`src/rtl/noc_vc_credit_controller_pkg.sv`:
```
// Shared NoC router parameters, plus the per-VC packet state used by the credit controller.
package Noc_parameters;

    localparam int Noc_VC_Channel = 4;
    localparam int Noc_VC_Credits = 4;

    typedef enum logic {
        VC_IDLE   = 1'b0,
        VC_ACTIVE = 1'b1
    } noc_vc_state_e;

endpackage

```
`src/rtl/noc_vc_credit_counter.sv`:
```
// One VC: the downstream credit counter, the packet-open FSM and the grant-readiness decode.
// With NOC_CREDIT_ERROR_CHECK_EN defined it also flags per-VC credit/protocol violations.
module noc_vc_credit_counter
    import Noc_parameters::*;
#(
    parameter int   CREDITS   = Noc_VC_Credits,
    parameter int   MIN_START = 1,
    localparam int  CW        = $clog2(CREDITS + 1)
) (
    input  logic          noc_clk,
    input  logic          noc_rst_n,
    input  logic          i_send,
    input  logic          i_sop,
    input  logic          i_eop,
    input  logic          i_credit_return,
    output logic [CW-1:0] o_count,
    output logic          o_ready,
    output logic          o_busy
`ifdef NOC_CREDIT_ERROR_CHECK_EN
    ,
    output logic          o_error
`endif
);

    localparam logic [CW-1:0] MAX_CREDITS = CW'(CREDITS);
    localparam logic [CW-1:0] START_LEVEL = CW'(MIN_START);

    logic [CW-1:0]  r_count;
    noc_vc_state_e  r_state;
    logic           w_dec;
    logic           w_inc;

    // A send and a return in the same cycle cancel, which keeps streaming VCs steady.
    assign w_dec = i_send & ~i_credit_return;
    assign w_inc = i_credit_return & ~i_send;

    always_ff @(posedge noc_clk or negedge noc_rst_n) begin
        if (!noc_rst_n) begin
            r_count <= MAX_CREDITS;
            r_state <= VC_IDLE;
        end else begin
            if (w_dec && (r_count != '0)) begin
                r_count <= r_count - CW'(1);
            end else if (w_inc && (r_count != MAX_CREDITS)) begin
                r_count <= r_count + CW'(1);
            end

            // A single-flit packet (sop and eop together) never opens the VC.
            if (i_send) begin
                if ((r_state == VC_IDLE) && i_sop && !i_eop) begin
                    r_state <= VC_ACTIVE;
                end else if ((r_state == VC_ACTIVE) && i_eop) begin
                    r_state <= VC_IDLE;
                end
            end
        end
    end

    assign o_count = r_count;
    assign o_busy  = (r_state == VC_ACTIVE);
    // Decoded from registers only, so arbitration sees no input-to-ready path.
    assign o_ready = o_busy ? (r_count != '0) : (r_count >= START_LEVEL);

`ifdef NOC_CREDIT_ERROR_CHECK_EN
    logic w_underflow;
    logic w_overflow;
    logic w_sop_on_active;
    logic w_body_on_idle;

    assign w_underflow     = w_dec && (r_count == '0);
    assign w_overflow      = w_inc && (r_count == MAX_CREDITS);
    assign w_sop_on_active = i_send && i_sop && (r_state == VC_ACTIVE);
    assign w_body_on_idle  = i_send && !i_sop && (r_state == VC_IDLE);
    assign o_error         = w_underflow | w_overflow | w_sop_on_active | w_body_on_idle;
`endif

endmodule

```
`src/rtl/noc_vc_credit_controller.sv`:
```
// Per-output-port VC credit and packet-state controller driving vc_ready to the arbiter.
// Optional sticky error checking is built when NOC_CREDIT_ERROR_CHECK_EN is defined.
module noc_vc_credit_controller
    import Noc_parameters::*;
#(
    parameter int  CHANNELS  = Noc_VC_Channel,
    parameter int  CREDITS   = Noc_VC_Credits,
    parameter int  MIN_START = 1,
    localparam int CW        = $clog2(CREDITS + 1)
) (
    input  logic                         noc_clk,
    input  logic                         noc_rst_n,
    input  logic                         flit_valid,
    input  logic [CHANNELS-1:0]          flit_vc,
    input  logic                         flit_sop,
    input  logic                         flit_eop,
    input  logic [CHANNELS-1:0]          credit_return,
    output logic [CHANNELS-1:0]          vc_ready,
    output logic [CHANNELS-1:0]          vc_busy,
    output logic [CHANNELS-1:0][CW-1:0]  credit_count,
    output logic                         error
);

    logic [CHANNELS-1:0] w_send;

    assign w_send = {CHANNELS{flit_valid}} & flit_vc;

`ifdef NOC_CREDIT_ERROR_CHECK_EN
    logic [CHANNELS-1:0] w_vc_err;
`endif

    for (genvar g = 0; g < CHANNELS; g++) begin : g_vc
        noc_vc_credit_counter #(
            .CREDITS   (CREDITS),
            .MIN_START (MIN_START)
        ) u_counter (
            .noc_clk         (noc_clk),
            .noc_rst_n       (noc_rst_n),
            .i_send          (w_send[g]),
            .i_sop           (flit_sop),
            .i_eop           (flit_eop),
            .i_credit_return (credit_return[g]),
            .o_count         (credit_count[g]),
            .o_ready         (vc_ready[g]),
            .o_busy          (vc_busy[g])
`ifdef NOC_CREDIT_ERROR_CHECK_EN
            ,
            .o_error         (w_vc_err[g])
`endif
        );
    end

`ifdef NOC_CREDIT_ERROR_CHECK_EN
    logic w_vc_select_err;
    logic r_error;

    // A valid flit must name exactly one VC; anything else is a protocol error.
    assign w_vc_select_err = flit_valid && !$onehot(flit_vc);

    always_ff @(posedge noc_clk or negedge noc_rst_n) begin
        if (!noc_rst_n) begin
            r_error <= 1'b0;
        end else if ((|w_vc_err) || w_vc_select_err) begin
            r_error <= 1'b1;
        end
    end

    assign error = r_error;
`else
    assign error = 1'b0;
`endif

endmodule

```
`config.mk`:
```
export PLATFORM = sky130hd
export DESIGN_NAME = noc_vc_credit_controller
export DESIGN_NICKNAME = d
export VERILOG_FILES = /design/src/rtl/noc_vc_credit_controller_pkg.sv /design/src/rtl/noc_vc_credit_counter.sv /design/src/rtl/noc_vc_credit_controller.sv
export SDC_FILE = /design/constraint.sdc
export NUM_CORES = 1
export LEC_CHECK = 0
export ABC_AREA = 1
export CAP_MARGIN = 20
export CELL_PAD_IN_SITES_DETAIL_PLACEMENT = 1
export CELL_PAD_IN_SITES_GLOBAL_PLACEMENT = 1
export CORE_ASPECT_RATIO = 2
export CORE_MARGIN = 2
export CORE_UTILIZATION = 38
export DETAILED_ROUTE_END_ITERATION = 12
export PLACE_DENSITY = 0.91
export SLEW_MARGIN = 20
export SYNTH_ARGS = -nofsm -noshare
export SYNTH_HDL_FRONTEND = slang
export SYNTH_SLANG_ARGS = --single-unit
```
`constraint.sdc`:
```
create_clock -name noc_clk -period 2.7 [get_ports noc_clk]
set_clock_uncertainty 0.1 [all_clocks]
set_input_delay 0.27 -clock noc_clk [delete_from_list [all_inputs] [get_ports noc_clk]]
set_output_delay 0.27 -clock noc_clk [all_outputs]
set_load 0.005 [all_outputs]
```
# [Word-level counts from Yosys, hierarchy flattened]
# Index checks and enable logic that the tools add are counted.
[word_totals] reg_bits=16 in_bits=13 out_inout_bits=21 wordCells=102
[op_classes] addsub=8 n_lt_le_gt_ge=4 eq_ne=4 mux=20 bitwise=21 reduce_logical=37
[ops] cell="2-to-1 mux 3 bit" count=8
[ops] cell="logical AND 1 bit" count=20
[ops] cell="nonzero test 2 bit" count=8
[ops] cell="adder 3 x 1 -> 3 bit, second input constant" count=4
[ops] cell="greater-or-equal comparator 3 x 1 -> 1 bit, second input constant" count=4
[ops] cell="2-to-1 mux 1 bit" count=12
[ops] cell="inequality test 3 bit, second input constant" count=4
[ops] cell="NOT 1 bit" count=12
[ops] cell="nonzero test 3 bit" count=4
[ops] cell="subtractor 3 x 1 -> 3 bit, second input constant" count=4
[ops] cell="AND 1 bit" count=8
[ops] cell="AND reduction 2 bit" count=4
[ops] cell="AND 4 bit" count=1
[ops] cell="logical NOT 1 bit" count=1

# [Longest topological paths before layout]
[depth] word_depth=6 depth_mapped=8 mapped_depth_nobuf=8

# [Cells and area by module]
# Synthesis repeated with hierarchy kept, for this count alone.
[hier_totals] cells_unflattened=225 area_unflattened_um2=1529.0
[modules_own_cells] module="noc_vc_credit_counter (g_vc[1].u_counter ...)" instances=3 cells_each=54 area_per_inst_um2=372.9 seq_area_each_um2=101.3
[modules_own_cells] module="noc_vc_credit_counter (g_vc[0].u_counter)" instances=1 cells_each=53 area_per_inst_um2=369.1 seq_area_each_um2=101.3
[modules_own_cells] module="noc_vc_credit_controller" instances=1 cells_each=10 area_per_inst_um2=41.3 seq_area_each_um2=0.0

# [Least setup slack after synthesis]
# OpenSTA, ideal clock, no wires.
[synth_path] path_kind="reg2out" startpoint="register g_vc[1].u_counter.r_count[0]" endpoint="output port vc_ready[1]" arrival_time_ns=1.127 t_required_ns=2.330 slack_ns=1.203 stages_incl_launch_ff=7 path_buffers=1 cell_sequence="dfrtp_1 -> inv_1 -> ha_1 -> nand2_1 -> o21ai_0 -> inv_1 -> buf_4"
[synth_via] elab_chain_cells=2 elab_cells_between_ends=3 classes_between="1 x order compare; 1 x mux; 1 x reduce/logical"
[synth_lines] item="start: declaration" line_no="noc_vc_credit_counter.sv:28" text="logic [CW-1:0] r_count;"
[synth_lines] item="start signal: assignment" line_no="noc_vc_credit_counter.sv:43" text="r_count <= r_count - CW'(1);"
[synth_lines] item="start signal: assignment" line_no="noc_vc_credit_counter.sv:45" text="r_count <= r_count + CW'(1);"
[synth_lines] item="greater-or-equal comparator 3 x 1 -> 1 bit / nonzero test 3 bit (equally long branches)" line_no="noc_vc_credit_counter.sv:62" text="assign o_ready = o_busy ? (r_count != '0) : (r_count >= START_LEVEL);"
[synth_lines] item="2-to-1 mux 1 bit *" line_no="noc_vc_credit_counter.sv:62"
[synth_lines] item="end: declaration" line_no="noc_vc_credit_controller.sv:18" text="output logic [CHANNELS-1:0] vc_ready,"
# Mark *: on every way between the ends. The rest lies on a longest branch, timed or not.

# [Worst setup path in the final report]
[layout_path] startpoint="register g_vc[3].u_counter.r_count[0]" endpoint="output port vc_ready[3]"
[layout_via] elab_chain_cells=2 elab_cells_between_ends=3 classes_between="1 x order compare; 1 x mux; 1 x reduce/logical"
[layout_lines] item="start: declaration" line_no="noc_vc_credit_counter.sv:28"
[layout_lines] item="start signal: assignment" line_no="noc_vc_credit_counter.sv:43"
[layout_lines] item="start signal: assignment" line_no="noc_vc_credit_counter.sv:45"
[layout_lines] item="greater-or-equal comparator 3 x 1 -> 1 bit / nonzero test 3 bit (equally long branches)" line_no="noc_vc_credit_counter.sv:62"
[layout_lines] item="2-to-1 mux 1 bit *" line_no="noc_vc_credit_counter.sv:62"
# Marks and branches as above.

==> impl_results.md <==
- Gpl congestion: 0.797
- Post-synthesis sequential area ratio: about 28%
- Post-synth EDFFs: 0
- Least-Margin Pin Slew: 0.772 ns
- CTS buffer count: 3
- Final wirelength: 3.44 mm
- Met1 wire length: approximately 1.4 mm
- Routed via count: around 1,400
- Path depth of the worst reg2reg path: 8
- Total GRT Usage: 18.4%
- Critical path's slowest cell: clkdlybuf4s50_1
- Worst EP arrival: 1.88 ns
- Number of remaining DRC errors: 0
- Dominant cell type by area after synthesis: dfrtp_1
- Worst EP required: 2.33 ns
- Max rail drop VDD: 0.478 mV
- Area fraction of the dominant cell type after synthesis: between 20% and 30%
- Most common cell in the netlist: nand2_1
- Synth Area per Inst: 6.98 um2
- Total grt overflow: 0
- CTS resizes: 0
- Distinct cells, synth: 15
- Stages on worst setup path: 6
- Initial antenna violation count: 0
- Met2 WL: 1.91 mm
- Pwr dens: 1020 nW/um2
- Antenna-violating nets left: 0
- PortBufs: 32
- Clock Path Buffers: 2
- Nets: 262
- Die W: roughly 47 um
- Dpl ws: a little over 0.7 ns
- Depth of the CTS H-tree: 1
- Count of pins over their slew limit: 0
- Worst-Skew Late Latency: 0.25 ns
- RSZ-0062 raised after global routing: no
- Post-Synthesis Cells: 205
- Cells taking the most area after synthesis: dfrtp_1 (21%), nand2_1 (18%), ha_1 (14%), nand3_1 (12%), inv_1 (8.7%)
- CTS Hold Bufs: 0
- CTS tree: built
- Rows: 31
- Hpwl dp: 2.92 mm
- Endpoints failing hold: 0
- Vias in the first global route: 1,382
- Post-layout worst setup margin: 0.453 ns
- Cell breakdown of the critical path: inv_1 > ha_1 > nand2_2 > o21ai_0 > inv_1 > clkdlybuf4s50_1
- Kind of critical path: reg2out
- Layout area overhead: 25.8%
- Critical path capture point type: output pin
- LEAKAGE: 0.000955 uW
- Warnings, synthesis: 0
- Synth top cells by count: nand2_1 (68), inv_1 (33), nand3_1 (33)
- Met3 wire len: between 90 and 100 um
- Cell Area, Placed: between 1500 and 2000 um2
- Main synth FF type: dfrtp_1
- Startpoint Class: flop
- Mapped Nets: 234
- Post-layout instance area: 1800 um2
- Fmax: 0.445 GHz
- Area taken by multi-input logic gates: 822 um2
- Max Cap Viol: 0
- Synth Register Bits: 16
- Period minus WS final: 2.25 ns
- Worst Path Buf+Inv: 3
- Die area: 4300 um2
- Final setup fails: 0
- Setup Buffers After CTS: 0
- Slew headroom: 48.4%
- First-pass GRT wire length: 6.00 mm
- 1st-pass router iterations: 4
- Placeable Area: between 3000 and 4000 um2
- Register Area: 405 um2
- Setup TNS: 0 ns
- Hold Path Class: in2async
- Synthesized area: 1430 um2
- Most frequent CP cell: inv_1
- Non-Filler Instances: about 280
- Post-Place Cells: 277
- Fin crit share: 83.2%
- Clk slew on worst S/H paths: 0.07 ns
- Root buf cell: clkbuf_8
- # diodes: 0
- Crit path max-delay family: buffers and inverters
- Crit path max fanout: 6
- WL per Instance: around 12 um
- Initial Util: 39.6%
- Largest net degree at the start of global routing: 17
- Asr flop ratio synth: 100%
- Initial DRC Count: 12
- Num ports: 34
- Layout cells sized above 1: 10.8%
- Top layer in use: met4
- Vias per cell: 4.85
- Chip Height: 90.8 um
- # clock sinks: 16
- # fillers: 490
- Slowest Stage Delay on Critical Path: 0.51 ns
- Status: finished clean
## final cells by class
class                      instances  area share (%)
inverter                          36            7.51
sequential                        16            22.5
multi-input combinational        144            45.7
clock buffer                       4            3.06
tap                               49            3.41
timing repair buffer              32            17.8
## path summary, 6_finish.rpt
path                                         startpoint                           end  slack [ns]
min                                           noc_rst_n  g_vc[2].u_counter.o_count[0]        0.37
min in group noc_clk       g_vc[1].u_counter.o_count[2]  g_vc[1].u_counter.o_count[2]        0.44
max reg2reg                g_vc[1].u_counter.o_count[0]  g_vc[1].u_counter.o_count[1]        1.21
max in group asynchronous                     noc_rst_n  g_vc[3].u_counter.o_count[0]        1.64
min reg2reg                g_vc[1].u_counter.o_count[2]  g_vc[1].u_counter.o_count[2]        0.44
max                        g_vc[3].u_counter.o_count[0]                   vc_ready[3]        0.45
## placed cells by master (no fill, tap or decap)
cell type,instances
a22oi_1,4
clkbuf_8,4
clkdlybuf4s50_1,32
conb_1,1
dfrtp_1,12
dfstp_2,4
ha_1,16
inv_1,33
inv_2,3
nand2_1,68
nand2_2,6
nand2_4,4
nand3_1,33
nor2_4,4
nor3_1,4
o21ai_0,4
## registers in the layout (all words and copies together) (netlist names)
name,cells
g_vc.u_counter.o_count,12
g_vc.u_counter.o_busy,4
## worst reg2reg max path, delay by kind of cell, from the launching register on
family	cells	cell delay, ns
flip-flops	1	0.43
AND/OR/NAND/NOR	6	0.50
buffers and inverters	1	0.12
adder cells (fa/ha/maj)	1	0.24
## logic make-up (layout without fill, tap and decap cells)
logic type                 after synthesis  in the layout  synth area share (%)
buffers and inverters                   45             72                  14.2
DFF                                     16             16                  28.3
adders and majority gates               16             16                  14.0
AOI/OAI and AO/OA                        8              8                  3.50
and+or+nand+nor                        119            119                  39.7
other                                    1              1                 0.262
## stage by stage
stage | hold WS (ns) | total power, uW | utilization [%]
floorplan | -0.126 | 1210 | -
global placement | 0.424 | 1580 | 48.4
detailed placement | 0.431 | 1640 | 48.4
CTS | 0.404 | 1870 | 49.9
global route | 0.428 | 2040 | 49.9
finish | 0.371 | 1840 | 49.9
## layer usage
layer  up-vias  global-route usage [%]
li1        681                       -
met1       651                    21.7
met2        24                    31.5
met3         6                    2.20
met4         0                    6.94
met5         -                       0
## power breakdown
part	switching [uW]	internal (uW)
Combinational	593	523
Sequential	144	361
Clock	85.4	129
No activity file was read; power rests on OpenSTA's default activity.
